==> src/rtl/rps_score_keeper.sv <==
// rps_score_keeper: rock-paper-scissors match controller that latches both players' choices,
// judges each round, keeps BCD scores for the display and sequences start/collect/show/over.
module rps_score_keeper #(
    parameter int WIN_SCORE   = 3,
    parameter int SHOW_CYCLES = 1000
) (
    input  logic       clk,
    input  logic       rst,
    input  logic       start,
    input  logic       p1_valid,
    input  logic [1:0] p1_choice,
    input  logic       p2_valid,
    input  logic [1:0] p2_choice,
    output logic [3:0] num1,
    output logic [3:0] num2,
    output logic [1:0] round_result,
    output logic       busy,
    output logic       game_over,
    output logic [1:0] winner
);
    localparam int CW = $clog2(SHOW_CYCLES + 1);

    typedef enum logic [1:0] {IDLE, COLLECT, SHOW, OVER} state_t;

    state_t          state_q, state_d;
    logic [3:0]      num1_q, num1_d, num2_q, num2_d;
    logic [1:0]      rr_q, rr_d, win_q, win_d, c1_q, c1_d, c2_q, c2_d;
    logic            lock1_q, lock1_d, lock2_q, lock2_d;
    logic            busy_q, busy_d, over_q, over_d;
    logic [CW-1:0]   cnt_q, cnt_d;
    logic            p1_wins, hold_done;

    // 01 rock, 10 paper, 11 scissors: each beats the one it cyclically follows
    assign p1_wins   = (c1_q == 2'd1 && c2_q == 2'd3) ||
                       (c1_q == 2'd3 && c2_q == 2'd2) ||
                       (c1_q == 2'd2 && c2_q == 2'd1);
    assign hold_done = cnt_q == CW'(SHOW_CYCLES - 1);

    always_comb begin
        state_d = state_q;
        num1_d  = num1_q;
        num2_d  = num2_q;
        rr_d    = rr_q;
        win_d   = win_q;
        c1_d    = c1_q;
        c2_d    = c2_q;
        lock1_d = lock1_q;
        lock2_d = lock2_q;
        busy_d  = busy_q;
        over_d  = over_q;
        cnt_d   = cnt_q;
        if (start) begin
            state_d = COLLECT;
            num1_d  = '0;
            num2_d  = '0;
            rr_d    = '0;
            win_d   = '0;
            lock1_d = 1'b0;
            lock2_d = 1'b0;
            busy_d  = 1'b0;
            over_d  = 1'b0;
            cnt_d   = '0;
        end else begin
            case (state_q)
                COLLECT: begin
                    if (lock1_q && lock2_q) begin
                        state_d = SHOW;
                        busy_d  = 1'b1;
                        cnt_d   = '0;
                        if (c1_q == c2_q) begin
                            rr_d = 2'b11;
                        end else if (p1_wins) begin
                            rr_d   = 2'b01;
                            num1_d = (num1_q == 4'd9) ? num1_q : num1_q + 4'd1;
                        end else begin
                            rr_d   = 2'b10;
                            num2_d = (num2_q == 4'd9) ? num2_q : num2_q + 4'd1;
                        end
                    end else begin
                        if (p1_valid && p1_choice != 2'b00 && !lock1_q) begin
                            c1_d    = p1_choice;
                            lock1_d = 1'b1;
                        end
                        if (p2_valid && p2_choice != 2'b00 && !lock2_q) begin
                            c2_d    = p2_choice;
                            lock2_d = 1'b1;
                        end
                    end
                end
                SHOW: begin
                    if (hold_done) begin
                        busy_d = 1'b0;
                        if (num1_q == 4'(WIN_SCORE)) begin
                            state_d = OVER;
                            win_d   = 2'b01;
                            over_d  = 1'b1;
                        end else if (num2_q == 4'(WIN_SCORE)) begin
                            state_d = OVER;
                            win_d   = 2'b10;
                            over_d  = 1'b1;
                        end else begin
                            state_d = COLLECT;
                            lock1_d = 1'b0;
                            lock2_d = 1'b0;
                            rr_d    = '0;
                            cnt_d   = '0;
                        end
                    end else begin
                        cnt_d = cnt_q + 1'b1;
                    end
                end
                default: ;
            endcase
        end
    end

    always_ff @(posedge clk or posedge rst) begin
        if (rst) begin
            state_q <= IDLE;
            num1_q  <= '0;
            num2_q  <= '0;
            rr_q    <= '0;
            win_q   <= '0;
            c1_q    <= '0;
            c2_q    <= '0;
            lock1_q <= 1'b0;
            lock2_q <= 1'b0;
            busy_q  <= 1'b0;
            over_q  <= 1'b0;
            cnt_q   <= '0;
        end else begin
            state_q <= state_d;
            num1_q  <= num1_d;
            num2_q  <= num2_d;
            rr_q    <= rr_d;
            win_q   <= win_d;
            c1_q    <= c1_d;
            c2_q    <= c2_d;
            lock1_q <= lock1_d;
            lock2_q <= lock2_d;
            busy_q  <= busy_d;
            over_q  <= over_d;
            cnt_q   <= cnt_d;
        end
    end

    assign num1         = num1_q;
    assign num2         = num2_q;
    assign round_result = rr_q;
    assign winner       = win_q;
    assign busy         = busy_q;
    assign game_over    = over_q;
endmodule
==> config.mk <==
export PLATFORM = sky130hd
export DESIGN_NAME = rps_score_keeper
export DESIGN_NICKNAME = d
export VERILOG_FILES = /design/src/rtl/rps_score_keeper.sv
export SDC_FILE = /design/constraint.sdc
export NUM_CORES = 1
export LEC_CHECK = 0
export ABC_AREA = 1
export CAP_MARGIN = 20
export CORE_MARGIN = 1
export CORE_UTILIZATION = 25
export CTS_BUF_LIST = sky130_fd_sc_hd__clkbuf_8
export CTS_CLUSTER_DIAMETER = 60
export CTS_CLUSTER_SIZE = 8
export DETAILED_ROUTE_END_ITERATION = 10
export GPL_TIMING_DRIVEN = 0
export PLACE_DENSITY = 0.42
export SLEW_MARGIN = 20
export SYNTH_ARGS = -nofsm -noshare
export SYNTH_HDL_FRONTEND = slang
export SYNTH_SLANG_ARGS = --single-unit
==> constraint.sdc <==
create_clock -name clk -period 1.8 [get_ports clk]
set_clock_uncertainty 0.15 [all_clocks]
set_input_delay 0.27 -clock clk [delete_from_list [all_inputs] [get_ports clk]]
set_output_delay 0.27 -clock clk [all_outputs]
set_load 0.01 [all_outputs]
# Yosys cells after proc, flatten, opt, wreduce, memory -nomap -nowiden
# Cells that the tools add are included.
dict set report totals {
  register_bits 32
  inputBits 9
  out_inout_bits 14
  word_cells 132
}
dict set report classes {
  addsub 3
  eq_ne 27
  n_mux 57
  bitwise_logic 2
  n_reduce_logical 31
}
# operator count
set ops {}
lappend ops {{$mux 10} 5}
lappend ops {{$mux 4} 12}
lappend ops {{$mux 2} 17}
lappend ops {{$ne 3x3->1 const B} 7}
lappend ops {{$pmux 10 s2} 1}
lappend ops {{$mux 1} 17}
lappend ops {{$reduce_and 5->1} 3}
lappend ops {{$reduce_bool 2->1} 7}
lappend ops {{$reduce_and 4->1} 3}
lappend ops {{$reduce_and 6->1} 2}
lappend ops {{$add 10x1->10 const B} 1}
lappend ops {{$eq 10x10->1 const B} 1}
lappend ops {{$eq 2x2->1 const B} 5}
lappend ops {{$add 4x1->4 const B} 2}
lappend ops {{$eq 4x2->1 const B} 2}
lappend ops {{$eq 4x4->1 const B} 2}
lappend ops {{$logic_and 1x1->1} 8}
lappend ops {{$ne 2x2->1 const B} 4}
lappend ops {{$ne 4x4->1 const B} 2}
lappend ops {{$pmux 2 s2} 2}
lappend ops {{$eq 2x1->1 const B} 3}
lappend ops {{$pmux 1 s2} 3}
lappend ops {{$reduce_and 3->1} 2}
lappend ops {{$reduce_bool 3->1} 2}
lappend ops {{other kinds (4)} 7}

# Logic depth before layout (Yosys ltp)
# Gate-level depths: netlist of run 1.
dict set report logic_depth {
  ltp_word 9
  mapped_depth 10
  ltp_nobuf 10
}

# Worst setup path before layout of run 1
# No wires, ideal clock.
dict set report synth_timing {
  kind {register to register}
  start {register num1_q[0] (netlist: num1[0])}
  end {register rr_q[0] (netlist: round_result[0])}
  setup_ns 0.117
  t_arrival_ns 1.283
  t_required_ns 1.533
  setup_slack_ns 0.250
  stages_incl_launch_ff 10
  n_path_buf 0
  synth_period_minus_slack_ns 1.550
  path_cell_list {dfrtp_1 > ha_1 > nand2_1 > nand2_1 > nand2_2 > nor2_4 > nor2_1 > nand2_1 > nand2_1 > nand2_1}
}
dict set report synth_between {
  elab_chain_cells 3
}
# element line
set synth_lines {}
lappend synth_lines {{from (decl)} 26} ;# logic [3:0] num1_q, num1_d, num2_q, num2_d;
lappend synth_lines {{from (signal assigned)} 133} ;# num1_q <= num1_d;
lappend synth_lines {{$eq 4x2->1} 93} ;# if (num1_q == 4'(WIN_SCORE)) begin
lappend synth_lines {{$ne 3x3->1 (no line)} -}
lappend synth_lines {{$reduce_and 5->1 (no line)} -}
lappend synth_lines {{to (signal assigned)} 135} ;# rr_q <= rr_d;
lappend synth_lines {{to (decl)} 27} ;# logic [1:0] rr_q, rr_d, win_q, win_d, c1_q, c1_d, c2_q, c2_d;
# No other way between the ends.
# A chain may end at the register's enable or synchronous reset.

# Worst setup path in the final report of run 1
dict set report layout_timing {
  start {register num1_q[1] (netlist: num1[1])}
  end {output port num1[1]}
}
# element line
set layout_lines {}
lappend layout_lines {{to (decl)} 14} ;# output logic [3:0] num1,
# No word-level cell between the ends.

==> results by group, run 1 <==
Outcome
  – Status: finished, final reports clean

Critical path
  – Max stage delay on crit path: 520 ps
  – Endpoint class of the critical path: output port
  – Crit-path slowest cell: clkdlybuf4s50_1
  – Crit path launch type: flip-flop
  – Worst-path maximum fanout: 4
  – WS Path Type: reg -> out
  – Critical path required time: 1380 ps
  – CP Cell Sequence: buf_4 > clkdlybuf4s50_1
  – Worst EP arrival: ~1300 ps

Floorplanning
  – Core ar.: about 7300 um2
  – Die H: between 80 and 90 um
  – Die ar.: just under 8000 um2
  – FP Rows: 31
  – Starting Density: 26.0%
  – Die W: 89.0 um
  – I/O Pins: 23

Detailed routing
  – DRT iter0 DRCs: between 70 and 80
  – Detailed Route WL: between 4000 and 5000 um
  – Via Count: ~1700
  – Final ANT Viol Nets: 0
  – Drt first pass iters: 4
  – WL/cell: ~12 um
  – Vias/cell: approximately 4.3
  – # DRC: 0

CTS
  – H-tree levels: 2
  – Clock slew at reported path FFs: around 70 ps
  – Clock buffer depth: 2
  – CTS tree: built
  – Worst-Skew Late Latency: around 290 ps
  – Clock sinks: 32
  – Root buffer selected by CTS: clkbuf_8
  – Num CTS Buffers: 5

Finish
  – Final Non-Filler Cells: roughly 400
  – Area Overhead vs Synth: 27.7%
  – Final nets: about 310
  – Diode count: 0
  – Layout cells sized above 1: between 10% and 20%

Timing
  – Tmin final: between 1500 and 2000 ps
  – Setup-failing EPs final: 0
  – Least-Margin Pin Slew: roughly 720 ps
  – Highest clock rate: 567 MHz
  – Hold_ws: roughly 270 ps
  – Fin crit share: between 90% and 100%
  – Final Slew Violations: 0
  – Final Hold Viols: 0
  – Slew Limit Headroom: 51.9%

Place
  – Placed insts: roughly 380
  – I/O Buffers: 22
  – GP Congestion: between 0.7 and 0.8
  – Detailed placement HPWL: about 3200 um

Synth
  – Number of flops mapped to enable cells by yosys: 0
  – Share of the synthesized area in the top cell type: 42.3%
  – Commonest cells in the netlist: nand2_1 (88), nor2_1 (34), dfrtp_1 (32), inv_1 (25), nand3_1 (24)
  – Count leader, synth: nand2_1
  – Synthesized cell area: between 1500 and 2000 um2
  – YS warnings: 0
  – Post-synthesis cell count: approximately 260
  – #FFs+latches synth: 32
  – Synthesized Nets: between 200 and 300
  – Ys flop type: dfrtp_1
  – Synth Area per Inst: 7.26 um2
  – Fraction of registers with async set/reset: 100%
  – Netlist cell types: 25
  – Cell types occupying the most area after synthesis: dfrtp_1 (42%), nand2_1 (17%), nor2_1 (6.7%)
  – Sequential share of the synthesized area: between 40% and 50%
  – Synth area leader: dfrtp_1

GRT
  – Initial antenna violation count: 0
  – GR Overflow Total: 0
  – First-pass GRT wire length: about 7700 um
  – Largest net degree at the start of global routing: 33
  – Vias in the first global route: ~1600
  – GRT Total Usage: approximately 13%

Hold path
  – Worst Hold Class: in -> async

Power and ir drop
  – P per Cell Area: between 1000 and 1500 nW/um2
  – Leakage: around 1.2 nW
  – IR drop worst, VDD: 0.443 mV

Job
  – Max cap viols: 0
stage by stage:
stage               worst slack (ps)  total power [mW]  util, %  TNS [ps]  instance area [um2]
finish                          35.5              2.57     33.2         0                 2420
global route                   -15.3              2.78     33.2     -19.6                 2420
CTS                             9.06              2.55     32.0         0                 2340
detailed placement              -229              1.94     30.7     -3060                 2240
global placement                -259              1.94     30.7    -11530                 2240
floorplan                        250              1.59        -         0                 1890
cells by family after synthesis:
group,after synthesis,share of synthesized area [%]
compound gates,19,6.01
xor+xnor,8,3.70
fa+ha+maj,5,3.30
buf+inv,29,6.54
flops,32,42.3
simple gates,168,38.2
final timing paths:
| check | startpoint | to | slack, ps | cells after the start |
|---|---|---|---|---|
| worst min register to register | round_result[1] | round_result[1] | 320 | 2 |
| worst max register to register | cnt_q[0] | round_result[0] | 160 | 10 |
| min in group clk | round_result[1] | round_result[1] | 320 | 2 |
| worst max-delay path | num1[1] | num1[1] | 40 | 2 |
| max in group asynchronous | rst | num2[0] | 730 | 2 |
| worst min-delay path | rst | game_over | 270 | 2 |
cell type report:
cell class | instances | area (um2)
buffer | 3 | 26.3
sequential | 32 | 803
tap | 99 | 124
timing repair buffer | 26 | 263
inverter | 26 | 97.6
multi-input combinational | 201 | 1020
clock buffer | 6 | 82.6
fill | 832 | 4870
clock inverter | 2 | 7.51
layout by cell type, fill, tap and decap left out, types with 2 or more instances in the layout:
| cell | synthesis | final |
|---|---|---|
| buf_6 | 2 | 2 |
| nand4_1 | 7 | 7 |
| nand2_4 | 0 | 4 |
| o21ai_0 | 10 | 10 |
| nand3b_1 | 4 | 4 |
| ha_2 | 0 | 2 |
| buf_4 | 0 | 3 |
| clkbuf_8 | 0 | 6 |
| inv_1 | 25 | 25 |
| dfrtp_1 | 32 | 30 |
| ha_1 | 5 | 3 |
| nor2_1 | 34 | 33 |
| a21oi_1 | 4 | 4 |
| nor2_2 | 1 | 2 |
| clkdlybuf4s50_1 | 0 | 22 |
| nand2_2 | 6 | 6 |
| xnor2_1 | 2 | 2 |
| inv_2 | 1 | 3 |
| nor3_1 | 2 | 2 |
| nand2_1 | 88 | 85 |
| nand3_1 | 24 | 23 |
| dfrtp_2 | 0 | 2 |
| xor2_1 | 6 | 6 |
sequential cells by signal (all words and copies together), names as in the netlist, 2 cells and up:
| name | count |
|---|---|
| round_result | 2 |
| c1_q | 2 |
| cnt_q | 10 |
| state_q | 2 |
| num2 | 4 |
| winner | 2 |
| num1 | 4 |
| c2_q | 2 |
where the power goes:
group	internal (mW)	switching, mW
registers	0.866	0.171
clock network	0.301	0.282
logic	0.433	0.519
critical path, delay by kind of cell, from the launching register on:
| family | cells | cell delay, ps |
|---|---|---|
| flip-flops | 1 | 400 |
| buffers and inverters | 2 | 660 |
routing by layer:
metal / vias up / share of wire, % / GRT usage (%)
met5: - / 0 / 0
met4: 0 / 1.7 / 5.19
met3: 8 / 2.4 / 2.49
met2: 20 / 46 / 20.5
met1: 784 / 50 / 17.0
li1: 902 / - / -
repair_timing:
item / in CTS / in global routing
endpoints found under the hold margin: 0 / 0
resized for setup: 2 / 12
gates cloned: 0 / 1
hold buffers: 0 / 0
setup buffers: 0 / 4
setup endpoints to repair: 12 / 24
pin swaps: 0 / 5
Note: power is estimated with default switching activity, not from simulation.
==> inputs of run 2 (changes only) <==
--- a/config.mk
+++ b/config.mk
@@ -13,7 +13,6 @@
 export CTS_CLUSTER_DIAMETER = 60
 export CTS_CLUSTER_SIZE = 8
 export DETAILED_ROUTE_END_ITERATION = 10
-export GPL_TIMING_DRIVEN = 0
 export PLACE_DENSITY = 0.42
 export SLEW_MARGIN = 20
 export SYNTH_ARGS = -nofsm -noshare
==> results by group, run 2 (same netlist as run 1, synthesis figures left out) <==
Outcome
  – Status: finished, final reports clean

Power and ir drop
  – P per Cell Area: ~1100 nW/um2
  – Int Pwr: between 1.5 and 2 mW
  – Leakage: ~1.2 nW
  – Clk network pwr share: ~27%
  – NetSw: approximately 950 uW
  – Sw Share: between 30 and 40%
  – Combinational group share of total power: 37.4%
  – IR drop worst, VDD: about 0.53 mV
  – Reg power frac: 35.2%

Critical path
  – Worst EP arrival: between 1000 and 1500 ps
  – WS Path Type: reg -> out
  – Critical path required time: around 1400 ps
  – Worst path top cell family by delay: buffers and inverters
  – Worst-path maximum fanout: 5
  – Endpoint class of the critical path: output port
  – CP Cell Sequence: buf_4 > clkdlybuf4s50_1
  – Crit path buf inv count: 2
  – Crit-path slowest cell: clkdlybuf4s50_1
  – Max stage delay on crit path: 540 ps
  – Crit path launch type: flip-flop

CTS
  – Num CTS Buffers: 5
  – Worst-Skew Late Latency: 280 ps
  – Post-CTS sizing: 0
  – H-tree levels: 2
  – Clock sinks: 32
  – Hold_buf cts: 0
  – Root buffer selected by CTS: clkbuf_8
  – Clock slew at reported path FFs: 70 ps
  – CTS tree: built
  – Clock buffer depth: 2
  – Post-CTS Setup Inserts: 0

Finish
  – Final core utilization: around 34%
  – Register area: roughly 800 um2
  – Area Overhead vs Synth: 30.8%
  – Largest Register: cnt_q
  – FILL cells: 826
  – Multi-input gate area: between 900 and 1000 um2
  – Final nets: between 300 and 400
  – Commonest non-fill, non-tap cell in the layout: nand2_1
  – Final Non-Filler Cells: a little over 400
  – Max reg flops: 10
  – Diode count: 0
  – Layout cells sized above 1: between 10% and 20%
  – Commonest non-fill, non-tap cells in the layout: nand2_1 (87), nor2_1 (34), dfrtp_1 (32), inv_1 (25), nand3_1 (23)

Place
  – Dpl ws: -13.0 ps
  – Placed insts: about 400
  – Detailed placement HPWL: about 3400 um
  – I/O Buffers: 22
  – GP Congestion: approximately 0.8

Floorplanning
  – Core ar.: approximately 7300 um2
  – Die ar.: roughly 7900 um2
  – FP Rows: 31
  – Die W: 89.0 um
  – Die H: 89.0 um
  – Starting Density: between 20% and 30%
  – I/O Pins: 23

Job
  – Max cap viols: 0

Timing
  – RSZ-0062 raised after global routing: false
  – Tmin final: 1730 ps
  – Highest clock rate: ~580 MHz
  – PnR worst setup slack: a little under 70 ps
  – Least-Margin Pin Slew: around 430 ps
  – Final Slew Violations: 0
  – Setup-failing EPs final: 0
  – Final Hold Viols: 0
  – Slew Limit Headroom: between 70% and 80%
  – Fin crit share: slightly below 100%

GRT
  – Largest net degree at the start of global routing: 33
  – GR Overflow Total: 0
  – First-pass GRT wire length: 7800 um
  – GRT Total Usage: between 10 and 15%
  – Vias in the first global route: 1709
  – Initial antenna violation count: 0

Detailed routing
  – Via Count: between 1500 and 2000
  – # DRC: 0
  – Vias/cell: 4.18
  – Final ANT Viol Nets: 0
  – DRT iter0 DRCs: 79
  – Detailed Route WL: around 4500 um
  – Drt first pass iters: 6
  – WL/cell: approximately 11 um

Hold path
  – Worst Hold Class: in -> async
-- run 2: per-layer routing --
metal  wire length, um  vias up  global-route usage, %
met2              2040       15                   22.0
li1                  -      918                      -
met3                76        4                   2.86
met4                31        0                   3.03
met5                 0        -                      0
met1              2370      753                   16.6
-- run 2: metrics by stage --
stage | TNS [ps] | power [mW] | instance area (um2) | hold slack, ps
4_1_cts | 0 | 2.82 | 2470 | 242
6_report | 0 | 2.77 | 2480 | 223
2_1_floorplan | 0 | 1.59 | 1890 | 236
3_3_place_gp | 0 | 2.04 | 2340 | 314
5_1_grt | 0 | 2.98 | 2480 | 281
3_5_place_dp | -36.7 | 2.03 | 2340 | 318
-- run 2: power groups by stage --
stage,clock [mW],combinational [mW],sequential [mW]
3_3_place_gp,0,1.05,0.983
2_1_floorplan,0,0.533,1.05
6_report,0.759,1.04,0.974
3_5_place_dp,0,1.05,0.986
5_1_grt,0.821,1.17,0.991
4_1_cts,0.792,1.05,0.973
-- run 2: worst paths after layout --
| kind | startpoint | to | slack (ps) | cells after the start |
|---|---|---|---|---|
| worst max-delay path | num2[2] | num2[2] | 70 | 2 |
| worst min-delay path | rst | num2[0] | 220 | 3 |
| worst max register to register | num2[1] | winner[0] | 170 | 8 |
| worst min register to register | winner[1] | winner[1] | 330 | 2 |
| max in group asynchronous | rst | cnt_q[2] | 970 | 3 |
| min in group clk | winner[1] | winner[1] | 330 | 2 |
-- run 2: tightest hold or removal path, delay by kind of cell --
family / cells / cell delay (ps)
buffers and inverters: 3 / 810
-- run 2: cell type report --
| class | count | area share [%] |
|---|---|---|
| Tap cell | 99 | 5.00 |
| Sequential cell | 32 | 32.3 |
| Timing Repair Buffer | 39 | 14.0 |
| Clock buffer | 7 | 3.89 |
| Clock inverter | 1 | 1.21 |
| Inverter | 26 | 3.94 |
| Multi-Input combinational cell | 200 | 39.6 |
==> inputs of run 3 (changes only) <==
--- a/config.mk
+++ b/config.mk
@@ -9,7 +9,6 @@
 export CAP_MARGIN = 20
 export CORE_MARGIN = 1
 export CORE_UTILIZATION = 25
-export CTS_BUF_LIST = sky130_fd_sc_hd__clkbuf_8
 export CTS_CLUSTER_DIAMETER = 60
 export CTS_CLUSTER_SIZE = 8
 export DETAILED_ROUTE_END_ITERATION = 10
==> results of run 3 <==
Final layout, timing and power as in run 2 (identical DEF).
